### config.mk
export PLATFORM = sky130hd
export DESIGN_NAME = operand_fetch_unit
export DESIGN_NICKNAME = d
export VERILOG_FILES = /design/src/rtl/rv_core_pkg.sv /design/src/rtl/operand_bypass.sv /design/src/rtl/operand_fetch_unit.sv
export SDC_FILE = /design/constraint.sdc
export NUM_CORES = 1
export LEC_CHECK = 0
export BUFFER_PORTS_ARGS = -buffer_cell sky130_fd_sc_hd__buf_2
export CAP_MARGIN = 20
export CORE_UTILIZATION = 46
export CTS_CLUSTER_DIAMETER = 120
export CTS_CLUSTER_SIZE = 24
export DETAILED_ROUTE_END_ITERATION = 16
export GPL_ROUTABILITY_DRIVEN = 1
export PLACE_DENSITY = 0.77
export SLEW_MARGIN = 20
export SYNTH_ARGS = -nofsm -noshare
export SYNTH_HDL_FRONTEND = slang
export SYNTH_SLANG_ARGS = --single-unit
### constraint.sdc
create_clock -name clk -period 2.2 [get_ports clk]
set_input_delay 0.11 -clock clk [delete_from_list [all_inputs] [get_ports clk]]
set_output_delay 0.11 -clock clk [all_outputs]
set_load 0.01 [all_outputs]
### src/rtl/rv_core_pkg.sv
// Shared core definitions: datapath widths, operand-fetch states,
// and the writeback-forwarding match used by both operand paths.
package rv_core_pkg;

  localparam int XLEN       = 32;
  localparam int REG_ADDR_W = 5;

  typedef enum logic [1:0] {
    IDLE  = 2'd0,
    FETCH = 2'd1,
    HOLD  = 2'd2
  } ofu_state_t;

  // x0 is hardwired, so a write to it must never be forwarded
  function automatic logic fwd_hit(
    input logic                  v,
    input logic [REG_ADDR_W-1:0] wb_rd,
    input logic [REG_ADDR_W-1:0] idx
  );
    return v && (wb_rd != '0) && (wb_rd == idx);
  endfunction

endpackage

### src/rtl/operand_bypass.sv
// Four-way operand source select for one source register:
// x0, live writeback, issue-cycle bypass, then register-file data.
module operand_bypass
  import rv_core_pkg::*;
(
  input  logic [REG_ADDR_W-1:0] i_idx,
  input  logic                  i_wb_valid,
  input  logic [REG_ADDR_W-1:0] i_wb_rd,
  input  logic [XLEN-1:0]       i_wb_data,
  input  logic                  i_byp,
  input  logic [XLEN-1:0]       i_byp_data,
  input  logic [XLEN-1:0]       i_rf_data,
  output logic [XLEN-1:0]       o_data
);

  logic w_zero;
  logic w_hit;
  logic w_byp;

  assign w_zero = (i_idx == '0);
  assign w_hit  = fwd_hit(i_wb_valid, i_wb_rd, i_idx);
  assign w_byp  = i_byp && !w_zero && !w_hit;

  always_comb begin
    o_data = i_rf_data;
    unique case (1'b1)
      w_zero:  o_data = '0;
      w_hit:   o_data = i_wb_data;
      w_byp:   o_data = i_byp_data;
      default: o_data = i_rf_data;
    endcase
  end

endmodule

### src/rtl/operand_fetch_unit.sv
// Register-file read initiator: issues reads, covers the one-cycle
// read latency, forwards writebacks and holds operands for execute.
module operand_fetch_unit
  import rv_core_pkg::*;
(
  input  logic                  clk,
  input  logic                  rst_n,
  input  logic                  dec_valid,
  output logic                  dec_ready,
  input  logic [REG_ADDR_W-1:0] dec_rs1,
  input  logic [REG_ADDR_W-1:0] dec_rs2,
  input  logic [REG_ADDR_W-1:0] dec_rd,
  input  logic [XLEN-1:0]       dec_pc,
  input  logic                  wb_valid,
  input  logic [REG_ADDR_W-1:0] wb_rd,
  input  logic [XLEN-1:0]       wb_data,
  output logic                  rf_r_en,
  output logic [REG_ADDR_W-1:0] rf_r1,
  output logic [REG_ADDR_W-1:0] rf_r2,
  output logic                  rf_w_en,
  output logic [REG_ADDR_W-1:0] rf_rd,
  output logic [XLEN-1:0]       rf_write_data,
  input  logic [XLEN-1:0]       rf_r1_read,
  input  logic [XLEN-1:0]       rf_r2_read,
  output logic                  op_valid,
  input  logic                  op_ready,
  output logic [XLEN-1:0]       op_a,
  output logic [XLEN-1:0]       op_b,
  output logic [REG_ADDR_W-1:0] op_rd,
  output logic [XLEN-1:0]       op_pc
);

  ofu_state_t r_state;
  ofu_state_t w_next;

  logic [REG_ADDR_W-1:0] r_rs1;
  logic [REG_ADDR_W-1:0] r_rs2;
  logic [REG_ADDR_W-1:0] r_rd;
  logic [XLEN-1:0]       r_pc;
  logic                  r_byp_a;
  logic                  r_byp_b;
  logic [XLEN-1:0]       r_byp_a_data;
  logic [XLEN-1:0]       r_byp_b_data;
  logic [XLEN-1:0]       r_op_a;
  logic [XLEN-1:0]       r_op_b;
  logic [REG_ADDR_W-1:0] r_op_rd;
  logic [XLEN-1:0]       r_op_pc;

  logic            w_issue;
  logic            w_hit_a;
  logic            w_hit_b;
  logic [XLEN-1:0] w_a;
  logic [XLEN-1:0] w_b;

  assign w_issue = dec_valid && dec_ready;
  assign w_hit_a = fwd_hit(wb_valid, wb_rd, r_rs1);
  assign w_hit_b = fwd_hit(wb_valid, wb_rd, r_rs2);

  assign rf_r1         = dec_rs1;
  assign rf_r2         = dec_rs2;
  assign rf_w_en       = wb_valid;
  assign rf_rd         = wb_rd;
  assign rf_write_data = wb_data;

  assign op_a  = r_op_a;
  assign op_b  = r_op_b;
  assign op_rd = r_op_rd;
  assign op_pc = r_op_pc;

  always_ff @(posedge clk or negedge rst_n) begin
    if (!rst_n) r_state <= IDLE;
    else        r_state <= w_next;
  end

  always_comb begin
    w_next = r_state;
    unique case (r_state)
      IDLE:    if (w_issue) w_next = FETCH;
      FETCH:   w_next = HOLD;
      HOLD:    if (op_ready) w_next = w_issue ? FETCH : IDLE;
      default: w_next = IDLE;
    endcase
  end

  always_comb begin
    dec_ready = rst_n && ((r_state == IDLE) ||
                          ((r_state == HOLD) && op_ready));
    rf_r_en   = dec_valid && dec_ready;
    op_valid  = (r_state == HOLD);
  end

  operand_bypass u_byp_a (
    .i_idx      (r_rs1),
    .i_wb_valid (wb_valid),
    .i_wb_rd    (wb_rd),
    .i_wb_data  (wb_data),
    .i_byp      (r_byp_a),
    .i_byp_data (r_byp_a_data),
    .i_rf_data  (rf_r1_read),
    .o_data     (w_a)
  );

  operand_bypass u_byp_b (
    .i_idx      (r_rs2),
    .i_wb_valid (wb_valid),
    .i_wb_rd    (wb_rd),
    .i_wb_data  (wb_data),
    .i_byp      (r_byp_b),
    .i_byp_data (r_byp_b_data),
    .i_rf_data  (rf_r2_read),
    .o_data     (w_b)
  );

  // A writeback in the issue cycle lands after the RF read samples
  always_ff @(posedge clk or negedge rst_n) begin
    if (!rst_n) begin
      r_rs1        <= '0;
      r_rs2        <= '0;
      r_rd         <= '0;
      r_pc         <= '0;
      r_byp_a      <= 1'b0;
      r_byp_b      <= 1'b0;
      r_byp_a_data <= '0;
      r_byp_b_data <= '0;
      r_op_a       <= '0;
      r_op_b       <= '0;
      r_op_rd      <= '0;
      r_op_pc      <= '0;
    end else begin
      if (w_issue) begin
        r_rs1        <= dec_rs1;
        r_rs2        <= dec_rs2;
        r_rd         <= dec_rd;
        r_pc         <= dec_pc;
        r_byp_a      <= fwd_hit(wb_valid, wb_rd, dec_rs1);
        r_byp_b      <= fwd_hit(wb_valid, wb_rd, dec_rs2);
        r_byp_a_data <= wb_data;
        r_byp_b_data <= wb_data;
      end
      if (r_state == FETCH) begin
        r_op_a  <= w_a;
        r_op_b  <= w_b;
        r_op_rd <= r_rd;
        r_op_pc <= r_pc;
      end else if (r_state == HOLD) begin
        if (w_hit_a) r_op_a <= wb_data;
        if (w_hit_b) r_op_b <= wb_data;
      end
    end
  end

endmodule

Word-level counts from Yosys, hierarchy flattened
Index checks and enable logic that the tools add are counted.
{"block": "word_totals", "word_cells": 59, "ff_bits": 184, "out_inout_bits": 152, "in_bits": 153}
{"block": "op_classes", "n_eq_ne": 8, "reduce_logical": 27, "n_mux": 12}
{"op": "two-way mux 32 bit", "count": 6}
{"op": "case mux 32 bit (3 select lines)", "count": 2}
{"op": "== test 5 bit", "count": 4}
{"op": "logical AND 1 bit", "count": 12}
{"op": "zero test 5 bit", "count": 2}
{"op": "case mux 2 bit (3 select lines)", "count": 1}
{"op": "AND reduction 2 bit", "count": 3}
{"op": "nonzero test 2 bit", "count": 3}
{"op": "nonzero test 5 bit", "count": 1}
{"op": "zero test 1 bit", "count": 4}
{"op": "two-way mux 2 bit", "count": 2}
{"op": "== test 2 x 1 -> 1 bit (second input constant)", "count": 1}
{"op": "== test 2 bit (second input constant)", "count": 1}
{"op": "zero test 2 bit", "count": 1}
{"op": "inequality test 2 x 1 -> 1 bit (second input constant)", "count": 1}
{"op": "inequality test 2 bit (second input constant)", "count": 1}
{"op": "logical OR 1 bit", "count": 1}
{"op": "two-way mux 1 bit", "count": 1}

Depth between registers and ports, before layout
{"block": "depth", "depth_word": 8, "mapped_depth": 9, "depth_no_buf": 7}

Modules after synthesis
From an unflattened synthesis, not the netlist that was laid out.
{"block": "hier_totals", "cells_unflattened": 1373, "hier_area_um2": 13050.0}
{"mod": "operand_fetch_unit", "seq_area_each_um2": 4604.4, "area_each_um2": 10755.3, "cells_per_inst": 1139, "n_inst": 1}
{"mod": "operand_bypass", "seq_area_each_um2": 0.0, "area_each_um2": 1147.4, "cells_per_inst": 117, "n_inst": 2}

Least setup slack after synthesis
No wires, ideal clock.
{"block": "synth_path", "path_kind": "reg-to-reg", "startpoint": "register r_state[0]", "endpoint": "register r_pc[0]", "setup_time_ps": 65, "path_slack_ps": -8, "required_ps": 2135, "arrival_time_ps": 2143, "path_stages_with_launch": 10, "cell_sequence": "dfrtp_1 inv_1 ha_1 a21oi_1 nand3b_1 buf_1 clkbuf_1 clkbuf_1 nand2_1 nand2_1"}
{"block": "synth_via", "elab_chain_cells": 5, "word_cells_on_any_way": 6}
{"element": "start: declaration", "line": "operand_fetch_unit.sv:33", "text": "ofu_state_t r_state;"}
{"element": "start signal: assignment", "line": "operand_fetch_unit.sv:72", "text": "else r_state <= w_next;"}
{"element": "== test 2 bit"}
{"element": "net op_valid", "line": "operand_fetch_unit.sv:25", "text": "output logic op_valid,"}
{"element": "logical AND 1 bit", "line": "operand_fetch_unit.sv:87", "text": "((r_state == HOLD) && op_ready));"}
{"element": "logical OR 1 bit", "line": "operand_fetch_unit.sv:86", "text": "dec_ready = rst_n && ((r_state == IDLE) ||"}
{"element": "logical AND 1 bit", "line": "operand_fetch_unit.sv:86"}
{"element": "logical AND 1 bit", "line": "operand_fetch_unit.sv:55", "text": "assign w_issue = dec_valid && dec_ready;"}
{"element": "end signal: assignment", "line": "operand_fetch_unit.sv:134", "text": "r_pc <= dec_pc;"}
{"element": "end: declaration", "line": "operand_fetch_unit.sv:39", "text": "logic [XLEN-1:0] r_pc;"}
The timed path passes the listed nets, and every way through them passes these cells.
A chain may end at the register's enable or synchronous reset.

Final worst setup path
{"block": "layout_path", "startpoint": "register r_rs2[1]", "endpoint": "register r_op_b[16] (netlist: op_b[16])"}
{"block": "layout_via", "elab_chain_cells": 6, "word_cells_on_any_way": 11}
{"element": "start: declaration", "line": "operand_fetch_unit.sv:37", "text": "logic [REG_ADDR_W-1:0] r_rs2;"}
{"element": "start signal: assignment", "line": "operand_fetch_unit.sv:132", "text": "r_rs2 <= dec_rs2;"}
{"element": "== test 5 bit or zero test 5 bit (tied branches)", "line": "rv_core_pkg.sv:20, operand_bypass.sv:20"}
{"element": "logical AND 1 bit or zero test 1 bit (tied branches)", "line": "rv_core_pkg.sv:20, operand_bypass.sv:22"}
{"element": "zero test 1 bit or logical AND 1 bit (tied branches)", "line": "operand_bypass.sv:22", "text": "assign w_byp = i_byp && !w_zero && !w_hit;"}
{"element": "logical AND 1 bit", "line": "operand_bypass.sv:22"}
{"element": "case mux 32 bit (3 select lines)", "line": "operand_bypass.sv:26", "text": "unique case (1'b1)"}
{"element": "two-way mux 32 bit", "line": "operand_fetch_unit.sv:140", "text": "if (r_state == FETCH) begin"}
{"element": "end signal: assignment", "line": "operand_fetch_unit.sv:142", "text": "r_op_b <= w_b;"}
{"element": "end signal: assignment", "line": "operand_fetch_unit.sv:147", "text": "if (w_hit_b) r_op_b <= wb_data;"}
{"element": "end: declaration", "line": "operand_fetch_unit.sv:45", "text": "logic [XLEN-1:0] r_op_b;"}
Several ways; a longest one is shown, not always the timed one.

==> metrics.md <==
| Metric | Value |
|---|---|
| Number of DRC markers in iteration 0 | `a little under 400` |
| Routed wirelength normalized by instance count | `18.1 µm` |
| Cell area after technology mapping | `between 9000 and 10000 µm²` |
| Slew margin rel. | `52.8%` |
| Critical setup path kind | `reg -> reg` |
| Crit. Startpoint | `r_rs2[1]` |
| Initial Utilization | `46.9%` |
| Number of cells on the worst reg-to-reg path | `7` |
| Data arrival, critical path | `2460 ps` |
| Skew-Pair Late Insertion Delay | `430 ps` |
| Clock network fraction of design power | `between 20% and 30%` |
| Critical path destination | `op_b[16]` |
| Met3 routed wirelength | `2.17 mm` |
| Class of the tightest hold or removal check | `in -> reg` |
| P_sw | `0.00538 W` |
| Top area cells in the synthesized netlist | `sky130_fd_sc_hd__dfrtp_1 51%, sky130_fd_sc_hd__mux2_2 9.2%, sky130_fd_sc_hd__nand2_1 8.1%` |
| Leakage component of the power | `between 5 and 6 nW` |
| Met1 Wirelength | `10.6 mm` |
| Maximum clock insertion buffer count | `2` |
| Vias in the first global route | `8129` |
| Number of nets at the end of the flow | `1381` |
| Die ar. | `20300 µm²` |
| Reg clk slew, reported paths | `80 ps` |
| Number of buffers created by CTS | `17` |
| Iteration count of the initial detailed-routing pass | `7` |
| Number of cells in the design after placement | `1338` |
| Sequential power share | `40.3%` |
| Logic gate share of total power | `approximately two fifths` |
| Fraction of power spent switching nets | `35.9%` |
| Area fraction in compound gates after synthesis | `9.77%` |
| Peak supply drop | `roughly 0.66 mV` |
| Fraction of layout cells with a size suffix above 1 | `37.1%` |
| DRC violations left | `0` |
| Pins over their slew limit | `0` |
| Pin count of the biggest net entering global routing | `134` |
| Minimum clock period after layout | `2080 ps` |
| Peak Freq | `480 MHz` |
| Uppermost layer routed | `met5` |
| Clk_skew | `12.3 ps` |
| Setup slack on the worst flop-to-flop path | `120 ps` |
| Count of flip-flops with a built-in enable after synthesis | `0` |
| Congestion Overflow GR | `0` |
| Unique masters post-synth | `33` |
| Number of antenna violations at the first check in global routing | `3` |
| XOR/XNOR share of the synthesized area | `between 1.5 and 2%` |
| Critical path peak fanout | `16` |
| Maximum capacitance violations | `0` |
| Met2 wire length | `13.6 mm` |
| Area share of the leading cell type in the synthesized netlist | `50.6%` |
| Register bit total from synthesis | `~180` |
| Number of sinks driven by the clock tree | `184` |
| Most repeated cell in the gate-level netlist after synthesis | `sky130_fd_sc_hd__nand2_1` |
| Data required time of the critical path | `about 2600 ps` |
| Most used standard cells in the synthesized netlist | `197 x sky130_fd_sc_hd__nand2_1, 184 x sky130_fd_sc_hd__dfrtp_1, 74 x sky130_fd_sc_hd__mux2_2` |
| Placed Instance Area | `10700 µm²` |
| Source of the worst register-to-register timing path | `r_rs2[1]` |
| Cell internal pwr | `0.00960 W` |
| Final sum of negative setup slack | `0 ps` |
| Worst reg2reg path endpoint | `op_b[16]` |
| Combinational family with the most area after synthesis | `multiplexers` |
| Count of vias placed by the detailed router | `7943` |
| Root Driver | `sky130_fd_sc_hd__clkbuf_16` |
| Syn_nets | `1005` |
| Number of levels the H-tree was split into | `4` |
| Total routing resource utilization after global routing | `27.1%` |
| Average instance area after synthesis | `10.7 µm²` |
| Placer Congestion | `0.809` |
| Number of setup violations in the final report | `0` |
| Kind of capture point of the worst setup path | `flop` |
| Ys Warns | `0` |
| Power density relative to cell area | `1180 nW/µm²` |
| Area added between synthesis and finish | `40.1%` |
| Std cell rows | `51` |
| I/O pin cnt | `305` |
| Worst setup SP type | `flop` |
| Count of port buffers added during placement | `304` |
| TritonCTS clock tree | `built` |
| Placeable core area | `between 15000 and 20000 µm²` |
| Hold violation count in the final report | `0` |
| Width of the die | `about 140 µm` |
| Dominant cell type by area after synthesis | `sky130_fd_sc_hd__dfrtp_1` |
| Routed via count divided by cell count | `5.29` |
| Sequential-to-total area share from yosys stat | `50.6%` |
| Wire length of the first global-routing pass | `42.1 mm` |
| Final ANT Viol Nets | `0` |
| HPWL after DPL | `16.3 mm` |
| Simple-gate area share of the yosys netlist | `13.8%` |
| Final std cells w/o fill | `1502` |
| Post-layout instance area | `12700 µm²` |
| Total detailed-routing wirelength | `27.2 mm` |
| Most frequently used flop master after synthesis | `sky130_fd_sc_hd__dfrtp_1` |
| Vertical extent of the die | `143 µm` |
| Share of synthesized area spent on multiplexers | `about 16%` |
| Share of synthesized registers carrying an async set or reset | `100%` |
| Total Power | `0.0150 W` |
| Part of the cycle the worst path needs | `between 90 and 100%` |
| Run status | `finished clean` |
| Syn Inst Count | `847` |
| Post-synthesis adder-cell area fraction | `0.688%` |
| Worst Tran Pin Value | `708 ps` |
| RSZ-0062 raised after global routing | `no` |
cell usage in the layout, fill, tap and decap left out, drive strengths merged:
master,Yosys,routed
buf,67,337
nand2,197,197
dfrtp,184,184
dlygate4sd3,0,126
mux2,74,74
mux2i,64,64
a21oi,34,34
nor2b,33,33
o221ai,32,32
nand2b,32,32
o221a,32,32
clkbuf,42,18
xnor2,14,14
inv,4,11
clkinv,0,7
xor2,6,6
nand3,5,5
nor3,5,5
ha,5,5
nor2,3,3
a22o,3,3
bufbuf,0,2
o21ai,2,2
o31ai,2,2
diode,0,1
nand3b,1,1
or4,1,1
nor4,1,1
or4b,1,1
o21a,1,1
or3,1,1
a22oi,1,1
bufinv,0,1
area by class of cell:
cell class                      count  area [µm²]
Timing Repair Buffer              466        3260
Clock buffer                       17         425
Antenna cell                        1        2.50
Clock inverter                     15         200
Inverter                            4        17.5
Tap cell                          265         332
Fill cell                        1461        6660
Multi-Input combinational cell    550        3900
Sequential cell                   184        4610
registers in the layout (all words and copies together), names as in the netlist, 2 cells and up:
signal        flops
op_a             32
op_b             32
op_pc            32
op_rd             5
r_byp_b_data     32
r_pc             32
r_rd              5
r_rs1             5
r_rs2             5
r_state           2
how the worst min path moves through the flow:
stage	start	end	slack, ps	cells past startpoint
after floorplan	rst_n	op_a[0]	-190	0
after global placement	dec_pc[13]	r_pc[13]	300	3
after detailed placement	dec_pc[27]	r_pc[27]	300	3
after CTS	rf_r1_read[29]	op_a[29]	0.3	3
after global routing	rf_r1_read[29]	op_a[29]	10	3
final	rf_r1_read[29]	op_a[29]	10	3
power by group through the flow:
stage	logic (W)	registers [W]	clock network (W)
floorplan	0.00299	0.00625	0
global placement	0.00526	0.00598	0
detailed placement	0.00541	0.00603	0
CTS	0.00567	0.00598	0.00326
global route	0.00627	0.00621	0.00338
finish	0.00575	0.00604	0.00319
kinds of logic after synthesis:
| kind of cell | Yosys count |
|---|---|
| AO/OA/AOI/OAI | 107 |
| flip-flops | 184 |
| AND/OR/NAND/NOR | 280 |
| adder cells (fa/ha/maj) | 5 |
| XOR/XNOR | 20 |
| buffers and inverters | 113 |
| multiplexers | 138 |
repair_timing:
| item | CTS | global route |
|---|---|---|
| hold endpoints to repair | 272 | 0 |
| hold buffers | 126 | 0 |
| setup buffers | 2 | 1 |
| gates cloned | 2 | 0 |
| resized for setup | 0 | 8 |
| endpoints found under the setup margin | 1 | 56 |
routing by layer:
layer  vias to the layer above  GRT usage [%]
met5                         -              0
met3                        71           6.70
met2                       397           46.7
met4                         2           13.1
li1                       3631              -
met1                      3842           31.6
worst max-delay path, cell delays in order (launching register included):
cell and delay [ps]:
sky130_fd_sc_hd__dfrtp_1 420, sky130_fd_sc_hd__xnor2_1 170, sky130_fd_sc_hd__nand3_1 140, sky130_fd_sc_hd__nor4_4 310, sky130_fd_sc_hd__buf_6 270, sky130_fd_sc_hd__buf_4 260
sky130_fd_sc_hd__mux2i_1 240, sky130_fd_sc_hd__o221a_1 190
metrics by stage:
step / utilization (%) / hold WS, ps / setup slack, ps
after floorplan: - / -186 / 50.3
after global placement: 55.4 / 298 / 102
after detailed placement: 55.4 / 302 / 69.5
after CTS: 65.5 / 0.252 / 20.8
after global routing: 65.7 / 11.6 / 9.94
final: 65.7 / 12.5 / 117
Power figures use the tool's default switching activity.
